==> src/rtl/packet_buffer_reader_pkg.sv <==
// ============================================================================
// Module      : packet_buffer_reader_pkg
// Description : Shared packet-buffer parameters, clog2 helper and reader FSM states.
// Revision    : 1.0 - initial release
// ============================================================================
`default_nettype none

package packet_buffer_reader_pkg;

  localparam int BYTE_LEN                   = 8;
  localparam int PACKET_BUFFER_SIZE         = 2048;
  localparam int PACKET_BUFFER_READ_LATENCY = 2;

  function automatic int clog2(input int value);
    int r;
    r = 0;
    for (int i = 0; i < 31; i++) begin
      if ((1 << i) < value) r = i + 1;
    end
    return r;
  endfunction

  typedef enum logic [1:0] {
    ST_IDLE  = 2'd0,
    ST_FETCH = 2'd1,
    ST_DRAIN = 2'd2
  } state_e;

endpackage

`default_nettype wire

==> src/rtl/packet_buffer_reader_fifo.sv <==
// ============================================================================
// Module      : byte_stream_fifo
// Description : Small register FIFO holding returned bytes for the reader.
// Revision    : 1.0 - initial release
// ============================================================================
`default_nettype none

module byte_stream_fifo
  import packet_buffer_reader_pkg::*;
#(
  parameter int DEPTH = 4,
  parameter int WIDTH = BYTE_LEN
) (
  input  logic                       clk,
  input  logic                       reset,
  input  logic                       push,
  input  logic [WIDTH-1:0]           push_data,
  input  logic                       pop,
  output logic [WIDTH-1:0]           pop_data,
  output logic                       full,
  output logic                       empty,
  output logic [clog2(DEPTH+1)-1:0]  count
);

  localparam int PW = (DEPTH > 1) ? clog2(DEPTH) : 1;
  localparam int CW = clog2(DEPTH + 1);

  logic [WIDTH-1:0] mem_q [DEPTH];
  logic [WIDTH-1:0] mem_d [DEPTH];
  logic [PW-1:0]    wr_ptr_q, wr_ptr_d;
  logic [PW-1:0]    rd_ptr_q, rd_ptr_d;
  logic [CW-1:0]    count_q, count_d;
  logic             w_push;
  logic             w_pop;

  assign full     = (count_q == CW'(DEPTH));
  assign empty    = (count_q == '0);
  assign count    = count_q;
  assign pop_data = mem_q[rd_ptr_q];

  // A push into a full FIFO is legal only when a pop frees the slot in the same cycle.
  assign w_pop  = pop && !empty;
  assign w_push = push && (!full || w_pop);

  always_comb begin
    mem_d    = mem_q;
    wr_ptr_d = wr_ptr_q;
    rd_ptr_d = rd_ptr_q;
    count_d  = count_q;
    if (w_push) begin
      mem_d[wr_ptr_q] = push_data;
      wr_ptr_d = (wr_ptr_q == PW'(DEPTH - 1)) ? '0 : wr_ptr_q + PW'(1);
    end
    if (w_pop) begin
      rd_ptr_d = (rd_ptr_q == PW'(DEPTH - 1)) ? '0 : rd_ptr_q + PW'(1);
    end
    case ({w_push, w_pop})
      2'b10:   count_d = count_q + CW'(1);
      2'b01:   count_d = count_q - CW'(1);
      default: count_d = count_q;
    endcase
  end

  always_ff @(posedge clk or negedge reset) begin
    if (!reset) begin
      for (int i = 0; i < DEPTH; i++) mem_q[i] <= '0;
      wr_ptr_q <= '0;
      rd_ptr_q <= '0;
      count_q  <= '0;
    end else begin
      mem_q    <= mem_d;
      wr_ptr_q <= wr_ptr_d;
      rd_ptr_q <= rd_ptr_d;
      count_q  <= count_d;
    end
  end

endmodule

`default_nettype wire

==> src/rtl/packet_buffer_reader.sv <==
// ============================================================================
// Module      : packet_buffer_reader
// Description : Streams a packet out of the buffer RAM as a byte stream.
//               Optional PACKET_BUFFER_READER_STATS_EN adds a packet_count output.
// Revision    : 1.0 - initial release
// ============================================================================
`default_nettype none

module packet_buffer_reader
  import packet_buffer_reader_pkg::*;
#(
  parameter int RAM_SIZE     = PACKET_BUFFER_SIZE,
  parameter int READ_LATENCY = PACKET_BUFFER_READ_LATENCY,
  parameter int FIFO_DEPTH   = 4
) (
  input  logic                       clk,
  input  logic                       reset,
  input  logic                       start,
  input  logic [clog2(RAM_SIZE)-1:0] start_addr,
  input  logic [clog2(RAM_SIZE):0]   len,
  output logic                       read_req,
  output logic [clog2(RAM_SIZE)-1:0] read_addr,
  input  logic                       read_ready,
  input  logic [BYTE_LEN-1:0]        read_out,
  output logic                       out_valid,
  output logic [BYTE_LEN-1:0]        out_data,
  output logic                       out_last,
  input  logic                       out_ready,
  output logic                       busy,
  output logic                       done
`ifdef PACKET_BUFFER_READER_STATS_EN
  ,
  output logic [15:0]                packet_count
`endif
);

  localparam int AW     = clog2(RAM_SIZE);
  localparam int LW     = AW + 1;
  localparam int CW     = clog2(FIFO_DEPTH + 1);
  localparam int HOLD_W = clog2(READ_LATENCY + 2);

  state_e            state_q, state_d;
  logic [AW-1:0]     addr_q, addr_d;
  logic [LW-1:0]     req_left_q, req_left_d;
  logic [LW-1:0]     out_left_q, out_left_d;
  logic [CW-1:0]     inflight_q, inflight_d;
  logic [HOLD_W-1:0] holdoff_q, holdoff_d;
  logic              done_q, done_d;

  logic              w_full;
  logic              w_empty;
  logic [CW-1:0]     w_fifo_count;
  logic              w_pop;
  logic              w_ret;
  logic              w_req;
  logic [CW:0]       w_occupancy;

  assign out_valid = !w_empty;
  assign out_last  = out_valid && (out_left_q == LW'(1));
  assign w_pop     = out_valid && out_ready;
  // Returns right after reset belong to requests from before it and are dropped.
  assign w_ret     = read_ready && (inflight_q != '0) && (holdoff_q == '0);

  assign w_occupancy = (CW+1)'(inflight_q) + (CW+1)'(w_fifo_count) - (CW+1)'(w_pop);
  assign w_req       = (state_q == ST_FETCH) && (req_left_q != '0) && !w_full
                       && (w_occupancy < (CW+1)'(FIFO_DEPTH));

  assign read_req  = w_req;
  assign read_addr = addr_q;
  assign busy      = (state_q != ST_IDLE);
  assign done      = done_q;

  byte_stream_fifo #(
    .DEPTH (FIFO_DEPTH),
    .WIDTH (BYTE_LEN)
  ) u_fifo (
    .clk       (clk),
    .reset     (reset),
    .push      (w_ret),
    .push_data (read_out),
    .pop       (w_pop),
    .pop_data  (out_data),
    .full      (w_full),
    .empty     (w_empty),
    .count     (w_fifo_count)
  );

  always_comb begin
    state_d    = state_q;
    addr_d     = addr_q;
    req_left_d = req_left_q;
    out_left_d = out_left_q;
    done_d     = 1'b0;
    holdoff_d  = (holdoff_q != '0) ? holdoff_q - HOLD_W'(1) : '0;
    inflight_d = inflight_q + CW'(w_req) - CW'(w_ret);

    case (state_q)
      ST_IDLE: begin
        if (start) begin
          if (len == '0) begin
            done_d = 1'b1;
          end else begin
            state_d    = ST_FETCH;
            addr_d     = start_addr;
            req_left_d = len;
            out_left_d = len;
          end
        end
      end
      ST_FETCH: begin
        if (w_req) begin
          addr_d     = (addr_q == AW'(RAM_SIZE - 1)) ? '0 : addr_q + AW'(1);
          req_left_d = req_left_q - LW'(1);
          if (req_left_q == LW'(1)) state_d = ST_DRAIN;
        end
      end
      default: ;
    endcase

    if (w_pop) out_left_d = out_left_q - LW'(1);
    if (w_pop && out_last) begin
      state_d = ST_IDLE;
      done_d  = 1'b1;
    end
  end

  always_ff @(posedge clk or negedge reset) begin
    if (!reset) begin
      state_q    <= ST_IDLE;
      addr_q     <= '0;
      req_left_q <= '0;
      out_left_q <= '0;
      inflight_q <= '0;
      holdoff_q  <= HOLD_W'(READ_LATENCY);
      done_q     <= 1'b0;
    end else begin
      state_q    <= state_d;
      addr_q     <= addr_d;
      req_left_q <= req_left_d;
      out_left_q <= out_left_d;
      inflight_q <= inflight_d;
      holdoff_q  <= holdoff_d;
      done_q     <= done_d;
    end
  end

`ifdef PACKET_BUFFER_READER_STATS_EN
  logic [15:0] packet_count_q, packet_count_d;

  always_comb begin
    packet_count_d = done_d ? packet_count_q + 16'd1 : packet_count_q;
  end

  always_ff @(posedge clk or negedge reset) begin
    if (!reset) packet_count_q <= '0;
    else        packet_count_q <= packet_count_d;
  end

  assign packet_count = packet_count_q;
`else
  // Statistics counter is not built in this configuration.
`endif

endmodule

`default_nettype wire

==> config.mk <==
export PLATFORM = sky130hd
export DESIGN_NAME = packet_buffer_reader
export DESIGN_NICKNAME = d
export VERILOG_FILES = /design/src/rtl/packet_buffer_reader_pkg.sv /design/src/rtl/packet_buffer_reader_fifo.sv /design/src/rtl/packet_buffer_reader.sv
export SDC_FILE = /design/constraint.sdc
export NUM_CORES = 1
export LEC_CHECK = 0
export BUFFER_PORTS_ARGS = -buffer_cell sky130_fd_sc_hd__buf_2
export CAP_MARGIN = 20
export CORE_MARGIN = 3
export CORE_UTILIZATION = 55
export CTS_BUF_LIST = sky130_fd_sc_hd__clkbuf_4 sky130_fd_sc_hd__clkbuf_8
export CTS_CLUSTER_SIZE = 14
export DETAILED_ROUTE_END_ITERATION = 12
export PLACE_DENSITY = 0.76
export SKIP_LAST_GASP = 1
export SLEW_MARGIN = 5
export SYNTH_ARGS = -nofsm -noshare
export SYNTH_HDL_FRONTEND = slang
export SYNTH_SLANG_ARGS = --single-unit
==> constraint.sdc <==
create_clock -name clk -period 3.6 [get_ports clk]
set_clock_uncertainty 0.2 [all_clocks]
set_input_delay 0.36 -clock clk [delete_from_list [all_inputs] [get_ports clk]]
set_output_delay 0.36 -clock clk [all_outputs]
set_load 0.02 [all_outputs]
== After elaboration in Yosys (flattened, before gate mapping) ==
Index checks and enable logic that the tools add are counted.

* Bits in registers: 82
* Input bits: 36
* Output and inout bits: 24
* Word-level logic and storage cells: 110

* Add/subtract/negate cells: 12
* Magnitude comparators: 4
* Eq/ne operators: 17
* Mux-type cells: 31
* Bitwise gates (word level): 2
* Reductions and logical operators: 30

{| class="wikitable"
|+ Operator list
! operator !! count
|-
| two-way mux 12 bit || 5
|-
| two-way mux 11 bit || 4
|-
| bitwise mux 32 bit || 1
|-
| == test 12 x 1 -> 1 bit (second input constant) || 2
|-
| two-way mux 8 bit || 3
|-
| one-hot mux 12 bit (2 select lines) || 1
|-
| subtractor 12 x 1 -> 12 bit (second input constant) || 2
|-
| one-hot mux 11 bit (2 select lines) || 1
|-
| binary-select mux 8 bit (select 2 bit) || 1
|-
| demux 8 bit (select 2 bit) || 1
|-
| two-way mux 2 bit || 8
|-
| zero test 12 bit || 1
|-
| nonzero test 12 bit || 1
|-
| nonzero test 2 bit || 6
|-
| adder 11 x 1 -> 11 bit (second input constant) || 1
|-
| == test 11 bit (second input constant) || 1
|-
| logical AND 1 bit || 11
|-
| == test 2 bit (second input constant) || 3
|-
| >= comparator 3 bit (second input constant) || 2
|-
| != test 2 bit (second input constant) || 3
|-
| != test 3 bit (second input constant) || 2
|-
| inverter 2 -> 3 bit || 2
|-
| one-hot mux 3 bit (2 select lines) || 1
|-
| nonzero test 3 bit || 2
|-
| 24 further kinds || 31
|}

== Depth between registers and ports, before layout ==
* Depth in word-level cells: 9
* Mapped depth: 12
* Depth with buffers taken out: 12

== Modules after synthesis ==
A second synthesis with hierarchy kept.

* Cells, all modules: 436
* Area total of the unflattened synthesis: 4601.9 um^2

{| class="wikitable"
|+ Modules (own cells, without submodules)
! module !! instances !! cells an instance !! area an instance (um^2) !! sequential area each (um^2)
|-
| packet_buffer_reader || 1 || 318 || 2776.4 || 1077.3
|-
| byte_stream_fifo || 1 || 118 || 1825.5 || 975.9
|}

== Worst setup path after synthesis ==
Ideal clock, no wire load.

* Path type: register to register
* Start point: reg inflight_q[1]
* End point: reg inflight_q[1]
* Library setup time: 0.135 ns
* Arrival: 2.722 ns
* Required time: 3.265 ns
* Setup slack: 0.542 ns
* Stages on the path, launching flop included: 12
* Buffers on the path: 0
* Clock period less this slack: 3.058 ns
* Cells stage by stage: dfrtp_1 > inv_1 > ha_1 > inv_1 > ha_1 > a21oi_1 > nor2_1 > a21oi_2 > xnor2_4 > nor2_1 > ha_1 > fa_1

* Cells in the longest elaborated chain, start to end: 6
* Elaborated cells on any way between the ends: 9
* Those cells by class: 4 x add/sub; 1 x order compare; 4 x reduce/logical

{| class="wikitable"
|+ Ends and longest elaborated chain
! what !! line !! text
|-
| start: declaration || packet_buffer_reader.sv:46 || <nowiki>logic [CW-1:0] inflight_q, inflight_d;</nowiki>
|-
| start signal: assignment || packet_buffer_reader.sv:141 || <nowiki>inflight_q <= inflight_d;</nowiki>
|-
| adder 3 x 3 -> 4 bit || packet_buffer_reader.sv:64 || <nowiki>assign w_occupancy = (CW+1)'(inflight_q) + (CW+1)'(w_fifo_count) - (CW+1)'(w_pop);</nowiki>
|-
| subtractor 4 x 1 -> 4 bit || packet_buffer_reader.sv:64 ||
|-
| less-than comparator 4 x 3 -> 1 bit || packet_buffer_reader.sv:66 || <nowiki>&& (w_occupancy < (CW+1)'(FIFO_DEPTH));</nowiki>
|-
| logical AND 1 bit || packet_buffer_reader.sv:66 ||
|-
| net read_req || packet_buffer_reader.sv:21 || <nowiki>output logic read_req,</nowiki>
|-
| adder 3 x 1 -> 3 bit || packet_buffer_reader.sv:95 || <nowiki>inflight_d = inflight_q + CW'(w_req) - CW'(w_ret);</nowiki>
|-
| subtractor 3 x 1 -> 3 bit || packet_buffer_reader.sv:95 ||
|-
| net inflight_d[1] || packet_buffer_reader.sv:46 ||
|}

The timed path passes the listed nets, and every way through them passes these cells.
A chain may end at the register's enable or synchronous reset.

== Final worst setup path ==
* Start point: reg inflight_q[1]
* End point: out read_req

* Cells in the longest elaborated chain, start to end: 4

{| class="wikitable"
|+ Ends and longest elaborated chain
! what !! line
|-
| adder 3 x 3 -> 4 bit || packet_buffer_reader.sv:64
|-
| subtractor 4 x 1 -> 4 bit || packet_buffer_reader.sv:64
|-
| less-than comparator 4 x 3 -> 1 bit || packet_buffer_reader.sv:66
|-
| logical AND 1 bit || packet_buffer_reader.sv:66
|-
| end: declaration || packet_buffer_reader.sv:21
|}

No other way between the ends.

==> run_results.csv <==
group,metric,value,unit
outcome,run_status,"complete, no violations",
floorplan,fp.dieW,98.66,µm
worst_setup_path,critPathLaunchType,"flop",
grt,grt_pass1_vias,3869,
yosys,synth_most_common_cell,"dfrtp_1",
worst_setup_path,critical_path.endpoint_type,"output port",
finish,drive_gt1_share,28.33,%
drt,route.vias.total,3864,
yosys,yosys_register_bits,82,
timing,timing.final.ws_setup,0.3044,ns
clock_tree,clockBufferDepth,2,
yosys,synthTopCellsByArea,"dfrtp_1 43%, mux2_2 8.1%, ha_1 4.5%",
yosys,netlist.area_leader.share,42.93,%
timing,min_period,3.296,ns
yosys,syn_nets,517,
placement,placement.cell_area,0.005106,mm²
yosys,yosys.area.top_type,"dfrtp_1",
drt,drt_wl_total,11180,µm
drt,first_iter_violations,241,
placement,post-place-ws,0.4880,ns
clock_tree,clk_pin_slew_worst_paths,0.10,ns
floorplan,ios,60,
grt,grt_max_degree,83,
clock_tree,cts_resized,0,
clock_tree,worstSkewPairLatency,0.36,ns
yosys,synth_common_cells,"81 x dfrtp_1, 38 x nand2_1, 34 x mux2_2",
finish,nets,576,
hold_path,hp-class,"in -> reg",
grt,grt_usage,23.87,%
pwr,power_density,1066,mW/mm²
timing,worst_slew_pin_slew,0.7788,ns
grt,antenna_found_initial,0,
yosys,ys_warn_count,0,
drt,drc,0,
timing,setup_viol,0,
finish,fillers,686,
timing,maxSlewViolCount,0,
yosys,synth_cells,462,
yosys,ys_types,61,
clock_tree,cts_tree,"done",
timing,setup_tns,0,ns
finish,postLayoutCellArea,0.005349,mm²
floorplan,die_h,98.66,µm
job,drv_cap,0,
yosys,syn_area_per_cell,10.22,µm²
yosys,synthArstFlopShare,100.0,%
floorplan,core-area,0.008258,mm²
worst_setup_path,worstSetupPathType,"reg -> out",
grt,grt_pass1_wl,18700,µm
worst_setup_path,regToRegSetupSlack,0.47,ns
clock_tree,cts_sinks,82,
timing,slew_headroom,47.60,%
timing,grt_setup_unrepaired,"false",
pwr,vdd_drop_max,0.0006167,V
timing,fmax,303.4,MHz
timing,final_hold_viol_count,0,
floorplan,die_area,0.009734,mm²
timing,fin_crit_sh,91.54,%
worst_setup_path,cp_max_fo,10,
drt,drt-wirelength-per-cell,17.71,µm
clock_tree,h-tree-depth,3,
drt,viasPerCell,6.124,
finish,syn2layout_area_growth,13.28,%
worst_setup_path,worstPathArrival,2.74,ns
yosys,netlist_area,0.004722,mm²
pwr,p_leak,2.334,nW
grt,overflow,0,
finish,diodes,0,
placement,post-dp-hpwl,7949,µm
floorplan,initial_core_util,57.18,%
yosys,synth-edff-count,0,
yosys,synth-main-ff-cell,"dfrtp_1",
worst_setup_path,required,3.04,ns
drt,drtAntennaViolNets,0,
placement,place_congestion,0.8888,
drt,drt_pass1_iterations,5,
floorplan,rows,33,
placement,portBuffers,59,
clock_tree,cts_made_buffers,9,
yosys,yosysSeqAreaShare,43.48,%
clock_tree,cts_root_buf,"clkbuf_8",
==> cell type report <==
type	instances	area [µm²]	area share, %
multi-input combinational	333	2474	46.25
sequential	82	2053	38.39
timing repair buffer	67	380.4	7.111
tap	105	131.4	2.456
clock buffer	9	123.9	2.316
inverter	28	105.1	1.965
clock inverter	7	81.33	1.520
==> repair_timing <==
action,in CTS,in global routing
setup buffers,0,0
hold endpoints to repair,0,20
hold buffers,0,1
==> flip-flops by register name (all words and copies together) (netlist names), 3 cells and up <==
register      count
u_fifo.mem_q     32
out_left_q       12
req_left_q       12
read_addr        11
inflight_q        3
u_fifo.count      3
==> path summary, 6_finish.rpt <==
check,cells past startpoint,startpoint,to
min in group asynchronous,2,reset,read_addr[6]
max,10,inflight_q[1],read_req
max reg2reg,12,inflight_q[1],inflight_q[2]
max in group asynchronous,3,reset,holdoff_q[1]
min reg2reg,1,holdoff_q[0],holdoff_q[0]
min,3,start,done
==> through the flow <==
| stage | hold WS [ns] | utilization [%] | instances | total power [mW] |
|---|---|---|---|---|
| floorplan | -0.1356 | - | 462 | 4.223 |
| global placement | 0.2309 | 61.83 | 613 | 4.867 |
| detailed placement | 0.2451 | 61.83 | 613 | 5.007 |
| CTS | 0.006998 | 64.32 | 629 | 5.708 |
| global route | 0.04582 | 64.77 | 631 | 6.160 |
| finish | 0.03115 | 64.77 | 631 | 5.701 |
==> metal layers <==
layer / vias up / global-route usage, % / wire [µm]
met2: 127 / 38.59 / 5429
li1: 1841 / - / -
met1: 1877 / 32.28 / 4908
met3: 19 / 4.742 / 619
met5: - / 0 / 0
met4: 0 / 8.298 / 221
==> kinds of logic (layout without fill, tap and decap cells) <==
| logic type | Yosys count | after routing | share of synthesized area [%] |
|---|---|---|---|
| buffers and inverters | 47 | 111 | 4.133 |
| multiplexers | 43 | 43 | 12.24 |
| AO/OA/AOI/OAI | 120 | 120 | 17.75 |
| AND/OR/NAND/NOR | 144 | 144 | 15.34 |
| flip-flops | 82 | 82 | 43.48 |
| XOR/XNOR | 7 | 7 | 1.696 |
| adder cells (fa/ha/maj) | 19 | 19 | 5.352 |
==> critical path: stages, from the launching register on <==
cell	delay, ns
dfrtp_1	0.39
inv_1	0.09
ha_1	0.28
inv_1	0.04
ha_1	0.28
a21oi_1	0.22
nor2_1	0.08
a21oi_2	0.28
xnor2_4	0.17
nor2_1	0.30
buf_2	0.24
==> power by group <==
group | internal (mW) | switching (mW) | total [mW]
Clock | 0.278 | 0.401 | 0.679
Combinational | 1.41 | 1.87 | 3.28
Sequential | 1.35 | 0.390 | 1.74
Total | 3.04 | 2.67 | 5.70
==> cells in the final DEF, fill, tap and decap left out, drive strengths merged, types with 2 or more instances in the layout <==
cell type,count
dfrtp,81
buf,66
nand2,40
a21oi,38
mux2,35
nor2,33
inv,32
nor3,19
a211oi,18
o211ai,18
ha,17
o21ai,16
nand3,10
nor4,9
clkbuf,9
mux4,8
or3,6
o221a,5
nand2b,4
nor2b,4
nand4,4
a31oi,4
xnor2,4
and2,4
xor2,3
o22ai,3
and3,3
a311oi,3
or4,3
clkinv,3
or2,2
a21o,2
o221ai,2
fa,2
(Power assumes the default switching activity.)
